**src/rtl/ROM_SIN_12b_4096.sv**
```systemverilog
// 4096-entry, 12-bit offset-binary sine table with one-cycle registered read.
// Contents: parabolic half-wave approximation (peak 0xFFF at 1024, trough 0x000 at 3072).
module ROM_SIN_12b_4096 (
  input  logic        clk,
  input  logic        rst,
  input  logic [11:0] i_addr,
  output logic [11:0] o_data
);

  logic [11:0] w_x;
  logic [11:0] w_c;
  logic [23:0] w_y;
  logic [34:0] w_ym;
  logic [10:0] w_m;
  logic [11:0] w_data;
  logic [11:0] r_data;

  // Half-wave magnitude: x*(2048-x) peaks at 2^20, scaled to 2047.
  assign w_x    = {1'b0, i_addr[10:0]};
  assign w_c    = 12'd2048 - w_x;
  assign w_y    = 24'(w_x) * 24'(w_c);
  assign w_ym   = 35'(w_y) * 35'd2047;
  assign w_m    = 11'(w_ym >> 20);
  assign w_data = i_addr[11] ? (12'd2047 - {1'b0, w_m}) : (12'd2048 + {1'b0, w_m});

  always_ff @(posedge clk or posedge rst) begin
    if (rst) begin
      r_data <= '0;
    end else begin
      r_data <= w_data;
    end
  end

  assign o_data = r_data;

endmodule

```
**src/rtl/dds_sweep_iq.sv**
```systemverilog
// Quadrature (I/Q) DDS with phase offset, amplitude scaling and a stepped-frequency sweep engine.
// Three-stage datapath: address register, sine ROM, amplitude scaler.
module dds_sweep_iq #(
  parameter int unsigned FWORD_WIDTH = 28,
  parameter int unsigned PWORD_WIDTH = 10,
  parameter int unsigned ADDR_WIDTH  = 12,
  parameter int unsigned OUT_WIDTH   = 12,
  parameter int unsigned AMP_WIDTH   = 8,
  parameter int unsigned CNT_WIDTH   = 16
) (
  input  logic                   clk,
  input  logic                   rst,
  input  logic                   start,
  input  logic                   stop,
  input  logic [FWORD_WIDTH-1:0] f_start,
  input  logic [FWORD_WIDTH-1:0] f_step,
  input  logic [CNT_WIDTH-1:0]   step_count,
  input  logic [CNT_WIDTH-1:0]   dwell_cycles,
  input  logic [PWORD_WIDTH-1:0] pha_w,
  input  logic [AMP_WIDTH-1:0]   amp,
  output logic [OUT_WIDTH-1:0]   wave_i,
  output logic [OUT_WIDTH-1:0]   wave_q,
  output logic                   valid,
  output logic                   busy,
  output logic                   done,
  output logic [CNT_WIDTH-1:0]   step_idx
);

  localparam logic [OUT_WIDTH-1:0]  MidScale    = {1'b1, {(OUT_WIDTH-1){1'b0}}};
  localparam logic [ADDR_WIDTH-1:0] QuarterTurn = ADDR_WIDTH'(1) << (ADDR_WIDTH - 2);

  typedef enum logic [0:0] {StIdle, StRun} state_e;

  state_e                 r_state, w_state_d;
  logic [FWORD_WIDTH-1:0] r_acc, w_acc_d;
  logic [FWORD_WIDTH-1:0] r_freq, w_freq_d;
  logic [FWORD_WIDTH-1:0] r_fstep;
  logic [CNT_WIDTH-1:0]   r_count, r_dwell;
  logic [CNT_WIDTH-1:0]   r_cnt, w_cnt_d;
  logic [CNT_WIDTH-1:0]   r_idx, w_idx_d;
  logic [PWORD_WIDTH-1:0] r_pha;
  logic [AMP_WIDTH-1:0]   r_amp;
  logic                   r_done, w_done_d;
  logic                   w_latch;
  logic [CNT_WIDTH-1:0]   w_dwell_m1;
  logic                   w_term;

  // Zero dwell behaves as a one-clock dwell.
  assign w_dwell_m1 = (r_dwell == '0) ? '0 : r_dwell - CNT_WIDTH'(1);
  assign w_term     = (r_cnt == w_dwell_m1);

  always_ff @(posedge clk or posedge rst) begin
    if (rst) begin
      r_state <= StIdle;
      r_acc   <= '0;
      r_freq  <= '0;
      r_cnt   <= '0;
      r_idx   <= '0;
      r_done  <= 1'b0;
    end else begin
      r_state <= w_state_d;
      r_acc   <= w_acc_d;
      r_freq  <= w_freq_d;
      r_cnt   <= w_cnt_d;
      r_idx   <= w_idx_d;
      r_done  <= w_done_d;
    end
  end

  always_ff @(posedge clk or posedge rst) begin
    if (rst) begin
      r_fstep <= '0;
      r_count <= '0;
      r_dwell <= '0;
      r_pha   <= '0;
      r_amp   <= '0;
    end else if (w_latch) begin
      r_fstep <= f_step;
      r_count <= step_count;
      r_dwell <= dwell_cycles;
      r_pha   <= pha_w;
      r_amp   <= amp;
    end
  end

  always_comb begin
    w_state_d = r_state;
    w_acc_d   = '0;
    w_freq_d  = r_freq;
    w_cnt_d   = r_cnt;
    w_idx_d   = r_idx;
    w_done_d  = 1'b0;
    w_latch   = 1'b0;
    unique case (r_state)
      StIdle: begin
        if (start && !stop) begin
          w_latch   = 1'b1;
          w_state_d = StRun;
          w_freq_d  = f_start;
          w_cnt_d   = '0;
          w_idx_d   = '0;
        end
      end
      StRun: begin
        // Accumulator never resets on a step, keeping phase continuous across tones.
        w_acc_d = r_acc + r_freq;
        if (stop) begin
          w_state_d = StIdle;
        end else if (w_term) begin
          if (r_count == '0) begin
            w_cnt_d = '0;
          end else if (r_idx == r_count) begin
            w_done_d  = 1'b1;
            w_state_d = StIdle;
          end else begin
            w_freq_d = r_freq + r_fstep;
            w_idx_d  = r_idx + CNT_WIDTH'(1);
            w_cnt_d  = '0;
          end
        end else begin
          w_cnt_d = r_cnt + CNT_WIDTH'(1);
        end
      end
      default: w_state_d = StIdle;
    endcase
  end

  logic [ADDR_WIDTH-1:0] w_addr_i, w_addr_q;
  logic [ADDR_WIDTH-1:0] r_addr_i, r_addr_q;
  logic [2:0]            r_vld;
  logic [OUT_WIDTH-1:0]  w_rom_i, w_rom_q;

  assign w_addr_i = r_acc[FWORD_WIDTH-1 -: ADDR_WIDTH]
                  + (ADDR_WIDTH'(r_pha) << (ADDR_WIDTH - PWORD_WIDTH));
  assign w_addr_q = w_addr_i + QuarterTurn;

  always_ff @(posedge clk or posedge rst) begin
    if (rst) begin
      r_addr_i <= '0;
      r_addr_q <= '0;
      r_vld    <= '0;
    end else begin
      r_addr_i <= w_addr_i;
      r_addr_q <= w_addr_q;
      r_vld    <= {r_vld[1:0], busy};
    end
  end

  ROM_SIN_12b_4096 u_rom_i (
    .clk    (clk),
    .rst    (rst),
    .i_addr (r_addr_i),
    .o_data (w_rom_i)
  );

  ROM_SIN_12b_4096 u_rom_q (
    .clk    (clk),
    .rst    (rst),
    .i_addr (r_addr_q),
    .o_data (w_rom_q)
  );

  logic signed [OUT_WIDTH-1:0]           w_s_i, w_s_q;
  logic signed [AMP_WIDTH:0]             w_amp_s;
  logic signed [OUT_WIDTH+AMP_WIDTH-1:0] w_p_i, w_p_q;
  logic [OUT_WIDTH-1:0]                  w_o_i, w_o_q;
  logic [OUT_WIDTH-1:0]                  r_wave_i, r_wave_q;

  assign w_s_i   = $signed(w_rom_i ^ MidScale);
  assign w_s_q   = $signed(w_rom_q ^ MidScale);
  assign w_amp_s = $signed({1'b0, r_amp});
  assign w_p_i   = (OUT_WIDTH+AMP_WIDTH)'(w_s_i) * (OUT_WIDTH+AMP_WIDTH)'(w_amp_s);
  assign w_p_q   = (OUT_WIDTH+AMP_WIDTH)'(w_s_q) * (OUT_WIDTH+AMP_WIDTH)'(w_amp_s);
  assign w_o_i   = OUT_WIDTH'(w_p_i >>> AMP_WIDTH) ^ MidScale;
  assign w_o_q   = OUT_WIDTH'(w_p_q >>> AMP_WIDTH) ^ MidScale;

  always_ff @(posedge clk or posedge rst) begin
    if (rst) begin
      r_wave_i <= '0;
      r_wave_q <= '0;
    end else begin
      r_wave_i <= r_vld[1] ? w_o_i : MidScale;
      r_wave_q <= r_vld[1] ? w_o_q : MidScale;
    end
  end

  assign wave_i   = r_wave_i;
  assign wave_q   = r_wave_q;
  assign valid    = r_vld[2];
  assign busy     = (r_state == StRun);
  assign done     = r_done;
  assign step_idx = r_idx;

endmodule

```
**config.mk**
```make
export PLATFORM = sky130hd
export DESIGN_NAME = dds_sweep_iq
export DESIGN_NICKNAME = d
export VERILOG_FILES = /design/src/rtl/ROM_SIN_12b_4096.sv /design/src/rtl/dds_sweep_iq.sv
export SDC_FILE = /design/constraint.sdc
export NUM_CORES = 2
export LEC_CHECK = 0
export CORE_MARGIN = 1
export CORE_UTILIZATION = 50
export DETAILED_ROUTE_END_ITERATION = 12
export GPL_ROUTABILITY_DRIVEN = 0
export PLACE_DENSITY = 0.68
export RECOVER_POWER = 25
export SLEW_MARGIN = 25
export SYNTH_ARGS = -nofsm -noshare
export SYNTH_HDL_FRONTEND = slang
export SYNTH_SLANG_ARGS = --single-unit
```
**constraint.sdc**
```tcl
create_clock -name clk -period 15.55 [get_ports clk]
set_input_delay 3.11 -clock clk [delete_from_list [all_inputs] [get_ports clk]]
set_output_delay 3.11 -clock clk [all_outputs]
set_load 0.02 [all_outputs]
```
; Yosys cells after proc, flatten, opt, wreduce, memory -nomap -nowiden
; Cells that the tools add are included.
[totals]
regBits = 243
latchBits = 0
ram_bits = 0
mem_bits_ro = 0
input_bits = 110
wordCells = 91
memories = 0
[op_classes]
add_sub_neg = 13
multipliers = 6
div = 0
order_cmp = 0
eq_ne = 8
shift = 0
muxes = 35
n_bitwise = 5
reduce_logical = 6
[ops]
columns = cell, count
row1 = 28-bit 2-to-1 mux, 6
row2 = 16-bit 2-to-1 mux, 10
row3 = 16-bit one-hot mux with 2 select lines, 2
row4 = 24-bit by 11-bit multiplier with 31-bit output (second input constant), 2
row5 = 28-bit adder, 2
row6 = 28-bit one-hot mux with 2 select lines, 1
row7 = 12-bit 2-to-1 mux, 4
row8 = 11-bit by 12-bit multiplier with 23-bit output, 2
row9 = 12-bit by 9-bit multiplier with 20-bit output, 2
row10 = 16-bit by 1-bit adder with 16-bit output (second input constant), 2
row11 = 16-bit equality test, 2
row12 = 16-bit zero test, 2
row13 = 12-bit by 11-bit adder with 12-bit output (first input constant), 2
row14 = 11-bit by 11-bit subtractor with 12-bit output (first input constant), 2
row15 = 12-bit by 11-bit subtractor with 12-bit output (first input constant), 2
row16 = 16-bit by 1-bit subtractor with 16-bit output (second input constant), 1
row17 = 12-bit by 11-bit adder with 12-bit output (second input constant), 1
row18 = 12-bit adder, 1
row19 = 1-bit 2-to-1 mux, 11
row20 = 2-bit inequality test (second input constant), 4
row21 = 1-bit NOT, 5
row22 = 5-bit AND reduction, 1
row23 = 4-bit inequality test (second input constant), 1
row24 = 3-bit AND reduction, 1
row25 = 4 further kinds, 4

; Logic depth before layout (Yosys ltp)
[depth]
word_depth = 6
mapped_depth = 48
mapped_depth_nobuf = 47

; By module
; From an unflattened synthesis, not the netlist that was laid out.
[unflattened]
hier_cells = 4178
area_unflattened_um2 = 38698.4
[by_module_without_submodules]
columns = mod, instances, cells_per_inst, area_per_inst_um2, seq_area_each_um2
row1 = dds_sweep_iq, 1, 2063, 18614.1, 5230.0
row2 = ROM_SIN_12b_4096 at u_rom_i, 1, 1063, 10109.7, 300.3
row3 = ROM_SIN_12b_4096 at u_rom_q, 1, 1052, 9974.6, 300.3

; Worst setup path after synthesis
; No wires, ideal clock.
[synth_path]
kind = register -> register
startpoint = register r_addr_q[0]
endpoint = register u_rom_q.r_data[9], in the netlist u_rom_q.o_data[9]
setup_ns = 0.124
arrival_ns = 11.306
required_ns = 15.426
slack_ns = 4.119
path_stages_with_launch = 47
synth_period_minus_slack_ns = 11.431
cell_sequence = dfrtp_1 -> or3_1 -> or3_1 -> nor3_1 -> ha_1 -> clkbuf_1 -> nand2b_1 -> fa_1 -> inv_1 -> fa_1 -> inv_1 -> fa_1 -> inv_1 -> fa_1 -> fa_1 -> ha_1 -> o21ai_0 -> nand2b_1 -> (+11 left out) -> a21o_1 -> ha_1 -> xor2_1 -> fa_1 -> inv_1 -> fa_1 -> inv_1 -> ha_1 -> a2111oi_0 -> o21ai_0 -> o21a_1 -> or3_1 -> o21a_1 -> a41o_1 -> o41a_1 -> a21o_1 -> a21oi_1 -> xnor2_1
[synth_between]
elab_chain_cells = 5
[synth_lines]
columns = item, line_no
row1 = from (decl), dds_sweep_iq.sv:129  ; logic [ADDR_WIDTH-1:0] r_addr_i, r_addr_q;
row2 = from (signal assigned), dds_sweep_iq.sv:144  ; r_addr_q <= w_addr_q;
row3 = 12-bit by 11-bit subtractor with 12-bit output, ROM_SIN_12b_4096.sv:20  ; assign w_c = 12'd2048 - w_x;
row4 = 11-bit by 12-bit multiplier with 23-bit output *, ROM_SIN_12b_4096.sv:21  ; assign w_y = 24'(w_x) * 24'(w_c);
row5 = 24-bit by 11-bit multiplier with 31-bit output *, ROM_SIN_12b_4096.sv:22  ; assign w_ym = 35'(w_y) * 35'd2047;
row6 = 12-bit by 11-bit adder with 12-bit output or 11-bit by 11-bit subtractor with 12-bit output (tied branches), ROM_SIN_12b_4096.sv:24  ; assign w_data = i_addr[11] ? (12'd2047 - {1'b0, w_m}) : (12'd2048 + {1'b0, w_m});
row7 = 12-bit 2-to-1 mux *, ROM_SIN_12b_4096.sv:24
row8 = via u_rom_q.w_data[9], ROM_SIN_12b_4096.sv:15  ; logic [11:0] w_data;
row9 = to (signal assigned), ROM_SIN_12b_4096.sv:30  ; r_data <= w_data;
row10 = to (decl), ROM_SIN_12b_4096.sv:16  ; logic [11:0] r_data;
; The timed path passes the listed nets; every way through them passes the cells marked *.
; A chain may end at the register's enable or synchronous reset.

; Worst setup path after layout
; Ends and elaborated chain as after synthesis.

==> flow_summary.toml <==
[global_routing]
grt_max_degree = 110
gr-total-overflow = 0
antenna_found_initial = 6
grt_usage = 0.232
first_global_vias = 27000
grt_pass1_wl_um = 134000

[synth]
ys_seq_elements = 233
synth_area_um2 = 34600
yosysWarningCount = 0
synth-edff-count = 0
seq_area_frac_synth = 0.168
synth_cells = 3761
synth-async-reset-ratio = 1.00
avgSynthCellArea_um2 = 9.20
ys_types = 94
synthFlopType = "dfrtp_1"

[finish]
n_fill_cell = 6168
multi_input_area_um2 = 26100
nNetsFinal = 4852
syn2layout_area_growth_pct = 10.5
drive_gt1_frac = 0.0291
register_area_um2 = 5830

[worst_hold_path]
min_from = "r_vld[0]$_DFF_PP0_"
min_path_cells = 0
min_to = "r_vld[1]$_DFF_PP0_"
hp-class = "reg -> reg"

[die]
die-height_um = 265
die-area_um2 = 70300
die_x_um = 265
core_area_um2 = 68600
num_rows = 96
start_util = 0.505
ios = 153

[timing]
fmax_mhz = 79.5
worstMarginPinSlew_ns = 5.05
layout_min_cycle_time_ns = 12.58
slew_violations = 196
rsz0062_at_grt = "false"
tns_ns = 0
slew_headroom = -2.37
clock_skew_ns = 0.0176
hold_viol_final = 0
setup_viol = 0
fin_crit_sh = 0.809

[clocking]
clkTransAtPathRegs_ns = 0.07
post_cts_resized = 0
cts_htree_levels = 1
clock-sinks = 233
ctsHoldBuffers = 0
clock_latency_ns = 0.60
cts_max_path_buffers = 3
cts_setup_buffers = 0
numCtsBuffers = 30
cts_tree = "done"
root_buffer = "clkbuf_16"

[routing]
firstDrtPassIters = 4
routed_wl_um = 76600
num_vias = 25200
drtIter0Drc = 1129
ant_nets = 0
wl_per_cell_um = 15.8
via_per_inst = 5.20
remaining_drc_errors = 0

[worst_setup_path]
regToRegSetupSlack_ns = 2.97
cpMostUsedCell = "fa_1"
reg2reg_from = "r_addr_q[0]$_DFF_PP0_"
worst_r2r_endpoint = "u_rom_q.o_data[9]$_DFF_PP0_"
critical_path_arrival_ns = 13.09
cp-end-kind = "flip-flop"
critical_path_class = "reg -> reg"
cpMaxStageDelayCell = "dfrtp_1"
cp_max_fo = 19
reg2reg_depth = 41
start_kind = "flip-flop"
required_ns = 16.06
slowest_delay_ns = 0.76

[status]
violations = "max-capacitance violations, max-slew violations"
status = "complete, but fails checks"

[placement]
post-dp-hpwl_um = 62200
portBuffers = 152

[run]
cap_violations = 3
[placed cells by master (no fill, tap or decap), types with 6 or more instances in the layout]
cell	netlist	routed
a31oi_1	12	11
nand2_1	395	395
mux2i_1	21	21
clkdlybuf4s50_1	0	151
nand2b_1	66	66
o21ai_0	111	111
o31ai_1	13	13
buf_4	2	14
nor3b_1	9	9
nor3_1	31	31
and3_1	31	30
xor2_1	117	116
ha_1	393	393
clkinv_2	0	6
dfrtp_1	233	232
o21bai_1	17	17
a21oi_1	139	139
or3_1	22	22
inv_1	663	661
nor4_1	17	17
o2111ai_1	6	6
conb_1	2	22
clkbuf_8	0	6
or4_1	8	8
xnor2_1	192	190
nor2b_1	75	75
o21a_1	15	15
fa_1	460	460
nor2_1	142	142
and2_1	141	140
a21o_1	89	89
a211oi_1	19	19
nand3_1	48	47
o211ai_1	16	16
nand4b_1	7	7
clkbuf_16	0	31
or2_2	9	9
nand4_1	21	21
a211o_1	6	6
o21ai_1	13	13
[layer usage]
metal / track usage / vias to the layer above / routed length (um)
met3: 0.0375 / 105 / 3890
met4: 0.0533 / 12 / 1550
met5: 0 / - / 83
met1: 0.305 / 12300 / 34000
li1: - / 12300 / -
met2: 0.400 / 413 / 37100
[critical path, delay by kind of cell (launching register included)]
| kind | cells | cell delay [ns] |
|---|---|---|
| xor+xnor | 6 | 1.98 |
| fa+ha+maj | 13 | 5.26 |
| simple gates | 6 | 1.14 |
| flops | 1 | 0.76 |
| compound gates | 12 | 2.79 |
| buf+inv | 4 | 0.53 |
[cell usage after synthesis, drive strengths merged, types with 13 or more instances]
cell	number	area (um2)
a31oi	13	87.6
fa	460	9210
or3	22	138
clkbuf	82	309
o21bai	17	128
and3	31	194
xnor2	193	1700
dfrtp	233	5830
xor2	118	1040
nor2b	75	469
nor4	19	149
nand4	22	144
mux2i	21	210
o21ai	124	621
and2	142	891
nand3	48	240
nand2	395	1480
o31ai	14	119
a21o	89	668
nor3	32	165
ha	393	4920
inv	663	2490
o211ai	17	133
nor2	142	533
a21oi	139	696
a211oi	21	168
nand2b	66	413
o21a	15	113
[final cells by class]
class / count / share of cell area
clock inverter: 15 / 0.00556
tap: 931 / 0.0304
antenna: 2 / 0.000131
timing repair buffer: 168 / 0.0427
inverter: 663 / 0.0651
sequential: 233 / 0.152
multi-input combinational: 2793 / 0.681
clock buffer: 40 / 0.0227
[worst max-delay path by stage]
| stage | from | to | slack, ns | cells after the start |
|---|---|---|---|---|
| global placement | r_addr_q[0]$_DFF_PP0_ | u_rom_q.o_data[9]$_DFF_PP0_ | 3.53 | 41 |
| finish | r_addr_q[0]$_DFF_PP0_ | u_rom_q.o_data[9]$_DFF_PP0_ | 2.97 | 41 |
| detailed placement | r_addr_q[0]$_DFF_PP0_ | u_rom_q.o_data[9]$_DFF_PP0_ | 3.11 | 41 |
| global route | r_addr_q[0]$_DFF_PP0_ | u_rom_q.o_data[9]$_DFF_PP0_ | 2.27 | 42 |
| CTS | r_addr_q[0]$_DFF_PP0_ | u_rom_q.o_data[9]$_DFF_PP0_ | 3.04 | 41 |
| floorplan | r_addr_q[0]$_DFF_PP0_ | u_rom_q.o_data[9]$_DFF_PP0_ | 4.12 | 46 |
[registers in the layout (all words and copies together), names as in the netlist]
register and cells:
busy 1, done 1, r_acc 28, r_addr_i 2, r_addr_q 12, r_amp 8
r_cnt 16, r_count 16, r_dwell 16, r_freq 28, r_fstep 28, r_pha 10
r_vld 3, step_idx 16, u_rom_i.o_data 12, u_rom_q.o_data 12, wave_i 12, wave_q 12
[through the flow]
step	area, um2	setup slack (ns)	util	hold slack [ns]	std cells
floorplan	34700	4.12	-	0.331	3781
global route	38300	2.27	0.558	0.357	4843
global placement	37200	3.53	0.542	0.336	4788
finish	38300	2.97	0.558	0.349	4845
CTS	38200	3.04	0.558	0.355	4843
detailed placement	37200	3.11	0.542	0.343	4788
[cell families (layout without fill, tap and decap cells)]
logic type,count (synthesis),after routing,share of synthesized area
AO/OA/AOI/OAI,528,528,0.100
other,2,24,0.000217
flip-flops,233,233,0.168
XOR/XNOR,313,313,0.0804
AND/OR/NAND/NOR,1051,1051,0.153
multiplexers,23,23,0.00672
buffers and inverters,755,886,0.0824
adder cells (fa/ha/maj),856,856,0.409
Power is left out: the tool's default activity adds up to more than one toggle a clock period on the data nets, which glitch-free logic cannot reach.
